$ cat src/rtl/audio_fx_pkg.sv
// Shared audio effect definitions: FSM encodings, sample limits and saturation helper.
package audio_fx_pkg;

  localparam int DATA_WIDTH = 16;

  localparam logic [2:0] ST_IDLE    = 3'd0;
  localparam logic [2:0] ST_FETCH   = 3'd1;
  localparam logic [2:0] ST_CAPTURE = 3'd2;
  localparam logic [2:0] ST_CLIP    = 3'd3;
  localparam logic [2:0] ST_PRESENT = 3'd4;
  localparam logic [2:0] ST_HOLD    = 3'd5;

  typedef enum logic [2:0] {
    IDLE    = ST_IDLE,
    FETCH   = ST_FETCH,
    CAPTURE = ST_CAPTURE,
    CLIP    = ST_CLIP,
    PRESENT = ST_PRESENT,
    HOLD    = ST_HOLD
  } clip_state_t;

  localparam logic signed [DATA_WIDTH-1:0] SAMPLE_MAX = 16'sh7FFF;
  localparam logic signed [DATA_WIDTH-1:0] SAMPLE_MIN = 16'sh8000;

  // Clamp a signed value into the range of a w-bit two's complement number (w <= 31).
  function automatic logic signed [31:0] sat_signed(input logic signed [31:0] v, input int w);
    logic signed [31:0] hi;
    logic signed [31:0] lo;
    hi = (32'sd1 <<< (w - 1)) - 32'sd1;
    lo = -hi - 32'sd1;
    if (v > hi) begin
      return hi;
    end else if (v < lo) begin
      return lo;
    end else begin
      return v;
    end
  endfunction

endpackage

$ cat src/rtl/clip_core.sv
// Combinational hard clipper: symmetric threshold compare, optional make-up shift, saturation.
module clip_core
  import audio_fx_pkg::*;
#(
  parameter int data_width = DATA_WIDTH,
  parameter int shift      = 0
) (
  input  logic signed [data_width-1:0] sample,
  input  logic        [data_width-2:0] threshold,
  output logic        [data_width-1:0] wet,
  output logic                         clipped
);

  logic signed [data_width:0] x_ext_s;
  logic signed [data_width:0] t_pos_s;
  logic signed [data_width:0] t_neg_s;
  logic signed [data_width:0] lim_s;

  // One extra bit keeps -T representable for any threshold value.
  always_comb begin
    x_ext_s = {sample[data_width-1], sample};
    t_pos_s = {2'b00, threshold};
    t_neg_s = -t_pos_s;
    if (x_ext_s > t_pos_s) begin
      lim_s   = t_pos_s;
      clipped = 1'b1;
    end else if (x_ext_s < t_neg_s) begin
      lim_s   = t_neg_s;
      clipped = 1'b1;
    end else begin
      lim_s   = x_ext_s;
      clipped = 1'b0;
    end
  end

  // With shift = 0 the saturation is a no-op and wet equals the clipped value.
  always_comb begin
    wet = data_width'(sat_signed(32'(lim_s) <<< shift, data_width));
  end

endmodule

$ cat src/rtl/effect_clipper.sv
// Hard-clipping effect stage between the ADC sample FIFO and the mixer.
// Optional make-up gain on the wet path is enabled by defining CLIPPER_MAKEUP_GAIN_EN.
module effect_clipper
  import audio_fx_pkg::*;
#(
  parameter int data_width = DATA_WIDTH,
  parameter int cnt_width  = 16,
  parameter int gain_shift = 1
) (
  input  logic                  clk,
  input  logic                  reset,
  input  logic                  i_fifo_empty,
  output logic                  o_fifo_rd,
  input  logic [data_width-1:0] i_fifo_data,
  input  logic [data_width-2:0] i_threshold,
  input  logic                  i_read_ready,
  input  logic                  i_read_done,
  output logic                  o_dv,
  output logic [data_width-1:0] o_data_sw0,
  output logic [data_width-1:0] o_data_sw1,
  output logic [cnt_width-1:0]  o_clip_cnt
);

`ifdef CLIPPER_MAKEUP_GAIN_EN
  localparam bit GAIN_EN = 1'b1;
`else
  localparam bit GAIN_EN = 1'b0;
`endif
  localparam int GAIN_SHIFT_EFF = GAIN_EN ? gain_shift : 0;

  clip_state_t                  state_r;
  logic signed [data_width-1:0] dry_r;
  logic        [data_width-1:0] wet_r;
  logic        [data_width-1:0] wet_s;
  logic                         clipped_s;

  clip_core #(
    .data_width (data_width),
    .shift      (GAIN_SHIFT_EFF)
  ) u_clip_core (
    .sample    (dry_r),
    .threshold (i_threshold),
    .wet       (wet_s),
    .clipped   (clipped_s)
  );

  // The pop strobe is only high during the IDLE cycle that commits to a read.
  always_comb begin
    if (reset) begin
      o_fifo_rd = 1'b0;
    end else if ((state_r == IDLE) && !i_fifo_empty) begin
      o_fifo_rd = 1'b1;
    end else begin
      o_fifo_rd = 1'b0;
    end
  end

  // Handshake FSM, sample pipeline, output registers and saturating clip counter.
  always_ff @(posedge clk or posedge reset) begin
    if (reset) begin
      state_r    <= IDLE;
      dry_r      <= {data_width{1'b0}};
      wet_r      <= {data_width{1'b0}};
      o_dv       <= 1'b0;
      o_data_sw0 <= {data_width{1'b0}};
      o_data_sw1 <= {data_width{1'b0}};
      o_clip_cnt <= {cnt_width{1'b0}};
    end else begin
      case (state_r)
        IDLE: begin
          if (!i_fifo_empty) begin
            state_r <= FETCH;
          end else begin
            state_r <= IDLE;
          end
        end
        FETCH: begin
          state_r <= CAPTURE;
        end
        CAPTURE: begin
          dry_r   <= i_fifo_data;
          state_r <= CLIP;
        end
        CLIP: begin
          wet_r <= wet_s;
          if (clipped_s && (o_clip_cnt != {cnt_width{1'b1}})) begin
            o_clip_cnt <= o_clip_cnt + cnt_width'(1);
          end
          state_r <= PRESENT;
        end
        PRESENT: begin
          if (i_read_ready) begin
            o_data_sw0 <= dry_r;
            o_data_sw1 <= wet_r;
            o_dv       <= 1'b1;
            state_r    <= HOLD;
          end else begin
            state_r <= PRESENT;
          end
        end
        HOLD: begin
          if (i_read_done) begin
            o_dv    <= 1'b0;
            state_r <= IDLE;
          end else begin
            state_r <= HOLD;
          end
        end
        default: begin
          o_dv    <= 1'b0;
          state_r <= IDLE;
        end
      endcase
    end
  end

endmodule

$ cat config.mk
export PLATFORM = sky130hd
export DESIGN_NAME = effect_clipper
export DESIGN_NICKNAME = d
export VERILOG_FILES = /design/src/rtl/audio_fx_pkg.sv /design/src/rtl/clip_core.sv /design/src/rtl/effect_clipper.sv
export SDC_FILE = /design/constraint.sdc
export NUM_CORES = 1
export LEC_CHECK = 0
export CORE_AREA = 2 2 126 97
export CTS_CLUSTER_DIAMETER = 40
export CTS_CLUSTER_SIZE = 16
export DETAILED_ROUTE_END_ITERATION = 6
export DIE_AREA = 0 0 128 99
export GPL_TIMING_DRIVEN = 0
export HOLD_SLACK_MARGIN = 0.05
export PLACE_DENSITY = 0.74
export SLEW_MARGIN = 0
export SYNTH_ARGS = -nofsm -noshare
export SYNTH_HDL_FRONTEND = slang
export SYNTH_HIERARCHICAL = 1
export SYNTH_SLANG_ARGS = --single-unit
$ cat constraint.sdc
create_clock -name clk -period 7.5 [get_ports clk]
set_clock_uncertainty 0.1 [all_clocks]
set_input_delay 2.25 -clock clk [delete_from_list [all_inputs] [get_ports clk]]
set_output_delay 2.25 -clock clk [all_outputs]
set_load 0.01 [all_outputs]
==> reports/results.md, run 1 <==
* completed — run status
* 4918 um^2 — Syn Std Cell Area
* 562 — Post-Syn Nets
* 0.3217 — met2 capacity usage during global routing
* 0.1881 mV — maximum ir drop on the vdd rail
* 0 — final routed DRC violation total
* 4,085 — vias in the first global route
* 9 — total clock buffers created by CTS
* 1.000 — Async SR Flop Fraction
* 0 — count of flip-flops with a built-in enable after synthesis
* 0.4274 — Seq/Total Area, Yosys
* 61 — pin count of the biggest net entering global routing
* 0.34 ns — later-pin clock latency in the skew report
* 738 — final cell count without fillers
* sky130_fd_sc_hd__dfrtp_1 (84), sky130_fd_sc_hd__clkdlybuf4s50_1 (84), sky130_fd_sc_hd__nand2_1 (72), sky130_fd_sc_hd__mux2_2 (47), sky130_fd_sc_hd__ha_1 (33) — commonest cells after routing, fill and taps aside
* 0.3222 — fraction of met1 tracks used by global routing
* 7.24 ns — CP Data Arrival Time
* 0.4274 — Synth top area share
* 0 — antenna violations before repair
* sky130_fd_sc_hd__dfrtp_1 — post-synthesis cell type with the largest combined area
* 0.4950 — worst slew margin relative to its limit
* 21,310 um — wire length of the first global-routing pass
* 0.06 ns — Worst-path clk slew
* 0.1566 — share of post-route cells with drive strength above 1
* 493 — Gate Count Post-Synth
* 6 — maximum net fanout on the critical path
* 11,400 um^2 — Core Area
* register — element type at the critical path end
* 7.112 ns — minimum clock period after layout
* 2 — deepest clock path buffer count
* 0.4314 — initial core utilization
* 240 — violation count after the first detailed-routing iteration
* 84 — number of port buffers
* 9741 um — detailed placer's ending HPWL
* 0.9483 — part of the cycle the worst path needs
* 2.810 nW — Leakage Power
* 6 — yosys synthesis warning count
* yes — CTS tree
* 7.62 ns — Worst EP required
* 658 — number of nets at the end of the flow
* no — setup repair after global routing missed its margin
* 0 — quantity of gates resized following cts
* 86 — number of ports placed on the die boundary
* sky130_fd_sc_hd__dfrtp_1 — most instantiated flip-flop cell in the synthesis netlist
* 28.11% — area growth from synthesis to layout
* 128 um — Horiz. Die Dim
* 0.7505 ns — Least-Margin Pin Slew
* 0 — fin. max-slew vios
* 84 — synthesized flop and latch total
* 0 — Setup violations, final
* 0 — Hold Violations, Final
* met1 — global routing's busiest layer
* 3 — number of H-tree levels
* sky130_fd_sc_hd__clkbuf_16 — clock root buffer
* 0.05103 — met3 usage
* 0.9321 — RD Place Congestion
* 0 — diode count
* 373.1 nW/um^2 — power density relative to cell area
* 0 — global-route congestion overflow total
* in2reg — type of the setup path with the least slack
* 9.977 um^2 — average size of a mapped cell
* 5 — DRT Pass-1 Iters
* 4,109 — total vias in the final route
* 12,670 um^2 — Die Footprint
* 99 um — y dimension of the die
* 34 — number of standard-cell rows in the floorplan
* reg2reg — path category of the worst min-delay check
* 5.568 — Vias/cell
* input pin — critical path launch point type
* 17.45 um — average routed wire per standard cell
* 722 — placed instance count
* 12,880 um — total detailed-routing wirelength
* sky130_fd_sc_hd__dfrtp_1 (43%), sky130_fd_sc_hd__mux2_2 (11%), sky130_fd_sc_hd__ha_1 (8.4%), sky130_fd_sc_hd__nand2_1 (5.5%), sky130_fd_sc_hd__a21oi_1 (3.2%) — most area-consuming cells after synthesis
* 0 — post-route antenna net violation count
* 84 — Clock Sink Count
* 58 — number of library cell types mapped by synthesis
* 2.351 mW — total power draw
* 0.2165 — Overall Global Routing Usage
* 0 — Max Cap Violations
* 0 — number of setup buffers added after CTS
* 0 — hold buffer count at cts
* 140.6 MHz — fmax
where the power goes:
group          switching [mW]  internal, mW  total [mW]
Sequential              0.162         0.645       0.806
Clock                   0.183         0.303       0.486
Combinational           0.523         0.535        1.06
Total                   0.868          1.48        2.35
worst paths after layout:
| path | startpoint | to | slack (ns) | depth (start not counted) |
|---|---|---|---|---|
| worst max-delay path | i_threshold[0] | o_clip_cnt[11] | 0.39 | 18 |
| worst min-delay path | wet_r[1] | wet_r[1] | 0.38 | 2 |
| worst max register to register | dry_r[13] | o_clip_cnt[11] | 3.66 | 10 |
| worst min register to register | wet_r[1] | wet_r[1] | 0.38 | 2 |
| max in group asynchronous | reset | o_data_sw0[2] | 4.55 | 3 |
| min in group asynchronous | reset | o_dv | 2.16 | 2 |
state kept, by name (all words and copies together), names as in the netlist:
signal,flops
wet_r,16
o_data_sw1,16
state_r,3
o_data_sw0,16
o_dv,1
o_clip_cnt,16
dry_r,16
synth_stat cells (3+ instances only):
master and n:
sky130_fd_sc_hd__nor4_1 5, sky130_fd_sc_hd__nand4_1 8, sky130_fd_sc_hd__nand2_1 72, sky130_fd_sc_hd__nor2_1 22
sky130_fd_sc_hd__xor2_1 11, sky130_fd_sc_hd__a211oi_1 5, sky130_fd_sc_hd__ha_1 33, sky130_fd_sc_hd__mux2_2 47
sky130_fd_sc_hd__mux2_1 3, sky130_fd_sc_hd__inv_1 26, sky130_fd_sc_hd__nand3_1 15, sky130_fd_sc_hd__xnor2_1 14
sky130_fd_sc_hd__buf_2 10, sky130_fd_sc_hd__o21ai_1 4, sky130_fd_sc_hd__nor3b_1 4, sky130_fd_sc_hd__nor3_1 10
sky130_fd_sc_hd__clkbuf_1 7, sky130_fd_sc_hd__o22ai_1 6, sky130_fd_sc_hd__or3_1 9, sky130_fd_sc_hd__o21ai_0 21
sky130_fd_sc_hd__a21oi_1 31, sky130_fd_sc_hd__dfrtp_1 84
metrics by stage:
step / setup WS (ns) / area (um^2) / hold WS [ns] / util / TNS, ns
3_5_place_dp: -0.02669 / 5969 / 0.3608 / 0.5236 / -0.02669
5_1_grt: 0.07025 / 6301 / 0.4019 / 0.5527 / 0
3_3_place_gp: 0.04321 / 5939 / 0.3586 / 0.5210 / 0
6_report: 0.3878 / 6301 / 0.3766 / 0.5527 / 0
2_1_floorplan: 1.483 / 4918 / 0.3401 / - / 0
4_1_cts: 0.2917 / 6295 / 0.3760 / 0.5521 / 0
worst max-delay path: stages:
cell and delay [ns]:
sky130_fd_sc_hd__clkdlybuf4s50_1 0.53, sky130_fd_sc_hd__inv_1 0.10, sky130_fd_sc_hd__ha_1 0.23, sky130_fd_sc_hd__or3b_1 0.35
sky130_fd_sc_hd__buf_2 0.17, sky130_fd_sc_hd__nor3_1 0.54, sky130_fd_sc_hd__nand3_1 0.17, sky130_fd_sc_hd__xnor2_1 0.26
sky130_fd_sc_hd__ha_1 0.32, sky130_fd_sc_hd__a21oi_1 0.16, sky130_fd_sc_hd__a311oi_1 0.16, sky130_fd_sc_hd__nor3_1 0.24
sky130_fd_sc_hd__a32oi_2 0.18, sky130_fd_sc_hd__nand2b_1 0.21, sky130_fd_sc_hd__nand4b_4 0.14, sky130_fd_sc_hd__nor4_1 0.69
sky130_fd_sc_hd__nand3_1 0.18, sky130_fd_sc_hd__mux2_1 0.35
cells by family after synthesis:
family	share of synthesized area
muxes	0.1185
DFF	0.4274
and+or+nand+nor	0.1832
buffers and inverters	0.04146
AOI/OAI and AO/OA	0.1010
xor gates and xnor gates	0.04452
adders and majority gates	0.08395
layout make-up:
type                    instances  area (um^2)
fillers                      1027         5100
multi-input cells             362         2619
flip-flops and latches         84         2102
repair buffers                 85        868.3
clock buffers                  11        242.7
well taps                     144        180.2
inverters                      27        103.9
plain buffers                  20        102.6
clock inverters                 5        82.58
metal layers:
layer / vias up / wire [um]
li1: 1951 / -
met1: 2025 / 6314
met2: 124 / 5737
met3: 9 / 708
met4: 0 / 118
met5: - / 0
Note: power is estimated with default switching activity, not from simulation.
==> run 2: changes to the inputs <==
CORE_AREA = 2 2 151 116   (was 2 2 126 97)
DIE_AREA = 0 0 153 118   (was 0 0 128 99)
PLACE_DENSITY = 0.57   (was 0.74)
==> run 2 against run 1 <==
  * Die area increased by 42%
  * Wire length grew 4.9%
  * Sequential cell count is the same
  * Sequential share of layout area fell by 0.54 points
  * Utilization decreased by 17 points
  * Fmax rose by 0.51%
==> reports/results.md, run 2 (same netlist as run 1, synthesis figures left out) <==
* 0.5038 — worst slew margin relative to its limit, was 0.4950
* input pin — critical path launch point type, unchanged
* 16.70 um — average routed wire per standard cell, was 17.45 um
* o_clip_cnt[11] — Critical Path Sink, unchanged
* 5.070 — Vias/cell, was 5.568
* 7.076 ns — minimum clock period after layout, was 7.112 ns
* 0 ns — Setup TNS, unchanged
* 0.03645 — met3 usage, was 0.05103
* 0.1582 — share of post-route cells with drive strength above 1, was 0.1566
* met2 — global routing's busiest layer, was met1
* 2.380 mW — total power draw, was 2.351 mW
* 13,510 um — total detailed-routing wirelength, was 12,880 um
* 307 — violation count after the first detailed-routing iteration, was 240
* no — setup repair after global routing missed its margin, unchanged
* register — element type at the critical path end, unchanged
* 0 — diode count, unchanged
* 2 — deepest clock path buffer count, unchanged
* 141.3 MHz — fmax, was 140.6 MHz
* 0.9435 — part of the cycle the worst path needs, was 0.9483
* 371.5 nW/um^2 — power density relative to cell area, was 373.1 nW/um^2
* completed — run status, unchanged
* 0.06 ns — Worst-path clk slew, about the same
* 4,102 — total vias in the final route, was 4,109
* 86 — number of ports placed on the die boundary, unchanged
* 18,050 um^2 — Die Footprint, was 12,670 um^2
* 0.3730 ns — WHS, was 0.3766 ns
* 0.2245 — fraction of met1 tracks used by global routing, was 0.3222
* 0 — Max Cap Violations, unchanged
* sky130_fd_sc_hd__dfrtp_1 (84), sky130_fd_sc_hd__clkdlybuf4s50_1 (84), sky130_fd_sc_hd__nand2_1 (72), sky130_fd_sc_hd__mux2_2 (47), sky130_fd_sc_hd__ha_1 (33) — commonest cells after routing, fill and taps aside, unchanged
* 0 — fin. max-slew vios, unchanged
* 118 um — y dimension of the die, was 99 um
* 84 — Clock Sink Count, unchanged
* 3 — number of H-tree levels, unchanged
* 0 — post-route antenna net violation count, unchanged
* 0.9123 — RD Place Congestion, was 0.9321
* 0 — global-route congestion overflow total, unchanged
* 16,570 um^2 — Core Area, was 11,400 um^2
* 0.3865 — Layout Utilization, was 0.5527
* 84 — number of port buffers, unchanged
* 10 — number of cell instances on the worst register-to-register path, unchanged
* 0.2318 — met2 capacity usage during global routing, was 0.3217
* 0.35 ns — later-pin clock latency in the skew report, was 0.34 ns
* 6058 um^2 — instance area after placement, was 5969 um^2
* in2reg — type of the setup path with the least slack, unchanged
* 6405 um^2 — fin area, was 6301 um^2
* 0.2968 — initial core utilization, was 0.4314
* 5 — DRT Pass-1 Iters, unchanged
* dry_r[13] — RR Startpoint, unchanged
* 3.71 ns — r2r setup slk, was 3.66 ns
* 30.22% — area growth from synthesis to layout, was 28.11%
* 22,220 um — wire length of the first global-routing pass, was 21,310 um
* 0.1580 mV — maximum ir drop on the vdd rail, was 0.1881 mV
* 153 um — Horiz. Die Dim, was 128 um
* sky130_fd_sc_hd__clkbuf_16 — clock root buffer, unchanged
* o_clip_cnt[11] — destination of the worst register-to-register timing path, unchanged
* 0 — Setup violations, final, unchanged
* 7.62 ns — Worst EP required, about the same
* 0 — number of setup buffers added after CTS, unchanged
* yes — CTS tree, unchanged
* 0 — antenna violations before repair, unchanged
* 0 — final routed DRC violation total, unchanged
* 6 — maximum net fanout on the critical path, unchanged
* 61 — pin count of the biggest net entering global routing, unchanged
* 41 — number of standard-cell rows in the floorplan, was 34
* reg2reg — path category of the worst min-delay check, unchanged
* 2.811 nW — Leakage Power, was 2.810 nW
* 658 — number of nets at the end of the flow, unchanged
* 7.20 ns — CP Data Arrival Time, was 7.24 ns
* 9 — total clock buffers created by CTS, unchanged
* 0.1562 — Overall Global Routing Usage, was 0.2165
* 4,146 — vias in the first global route, was 4,085
* 0 — Hold Violations, Final, unchanged
* i_threshold[1] — beginning of the critical path, was i_threshold[0]
* 0.7374 ns — Least-Margin Pin Slew, was 0.7505 ns
* 10,450 um — detailed placer's ending HPWL, was 9741 um
[run 2: metrics by stage]
stage / worst slack [ns] / std cells
CTS: 0.2130 / 809
detailed placement: -0.1493 / 793
global route: 0.01525 / 809
finish: 0.4236 / 809
floorplan: 1.483 / 493
global placement: -0.1323 / 792
[run 2: layout make-up]
type / count / area (um^2)
multi-input cells: 362 / 2619
flip-flops and latches: 84 / 2102
inverters: 27 / 103.9
plain buffers: 20 / 102.6
clock inverters: 7 / 115.1
clock buffers: 9 / 225.2
fillers: 1638 / 10160
repair buffers: 85 / 868.3
well taps: 215 / 269.0
[run 2: timing repair]
item                                    in CTS  in global routing
endpoints found under the setup margin       0                  4
hold buffers                                 0                  0
resized for setup                            0                  1
[run 2: power breakdown]
group / switching (mW) / internal, mW / leakage [nW] / total (mW)
Clock: 0.186 / 0.324 / 0.161 / 0.510
Sequential: 0.164 / 0.645 / 1.03 / 0.809
Combinational: 0.525 / 0.536 / 1.62 / 1.06
[run 2: worst max-delay path: stages]
cell                              delay (ns)
sky130_fd_sc_hd__clkdlybuf4s50_1        0.48
sky130_fd_sc_hd__inv_1                  0.12
sky130_fd_sc_hd__ha_1                   0.24
sky130_fd_sc_hd__or3b_1                 0.35
sky130_fd_sc_hd__buf_2                  0.18
sky130_fd_sc_hd__nor3_1                 0.52
sky130_fd_sc_hd__nand3_1                0.17
sky130_fd_sc_hd__xnor2_1                0.27
sky130_fd_sc_hd__ha_1                   0.32
sky130_fd_sc_hd__a21oi_1                0.16
sky130_fd_sc_hd__a311oi_1               0.16
sky130_fd_sc_hd__nor3_1                 0.23
sky130_fd_sc_hd__a32oi_2                0.18
sky130_fd_sc_hd__nand2b_1               0.22
sky130_fd_sc_hd__nand4b_4               0.15
sky130_fd_sc_hd__nor4_1                 0.68
sky130_fd_sc_hd__nand3_1                0.17
sky130_fd_sc_hd__mux2_1                 0.34
[run 2: worst min-delay path by stage]
stage                         start         to  slack, ns  cells after the start
after detailed placement  wet_r[14]  wet_r[14]       0.36                      2
after global placement    wet_r[14]  wet_r[14]       0.36                      2
after floorplan            wet_r[0]   wet_r[0]       0.34                      2
final                      wet_r[5]   wet_r[5]       0.37                      2
after global routing       wet_r[4]   wet_r[4]       0.39                      2
after CTS                  wet_r[5]   wet_r[5]       0.38                      2
[run 2: routing by layer]
metal / wire [um] / vias to the layer above
met4: 238 / 0
met2: 5564 / 135
li1: - / 1955
met5: 0 / -
met3: 794 / 15
met1: 6912 / 1997
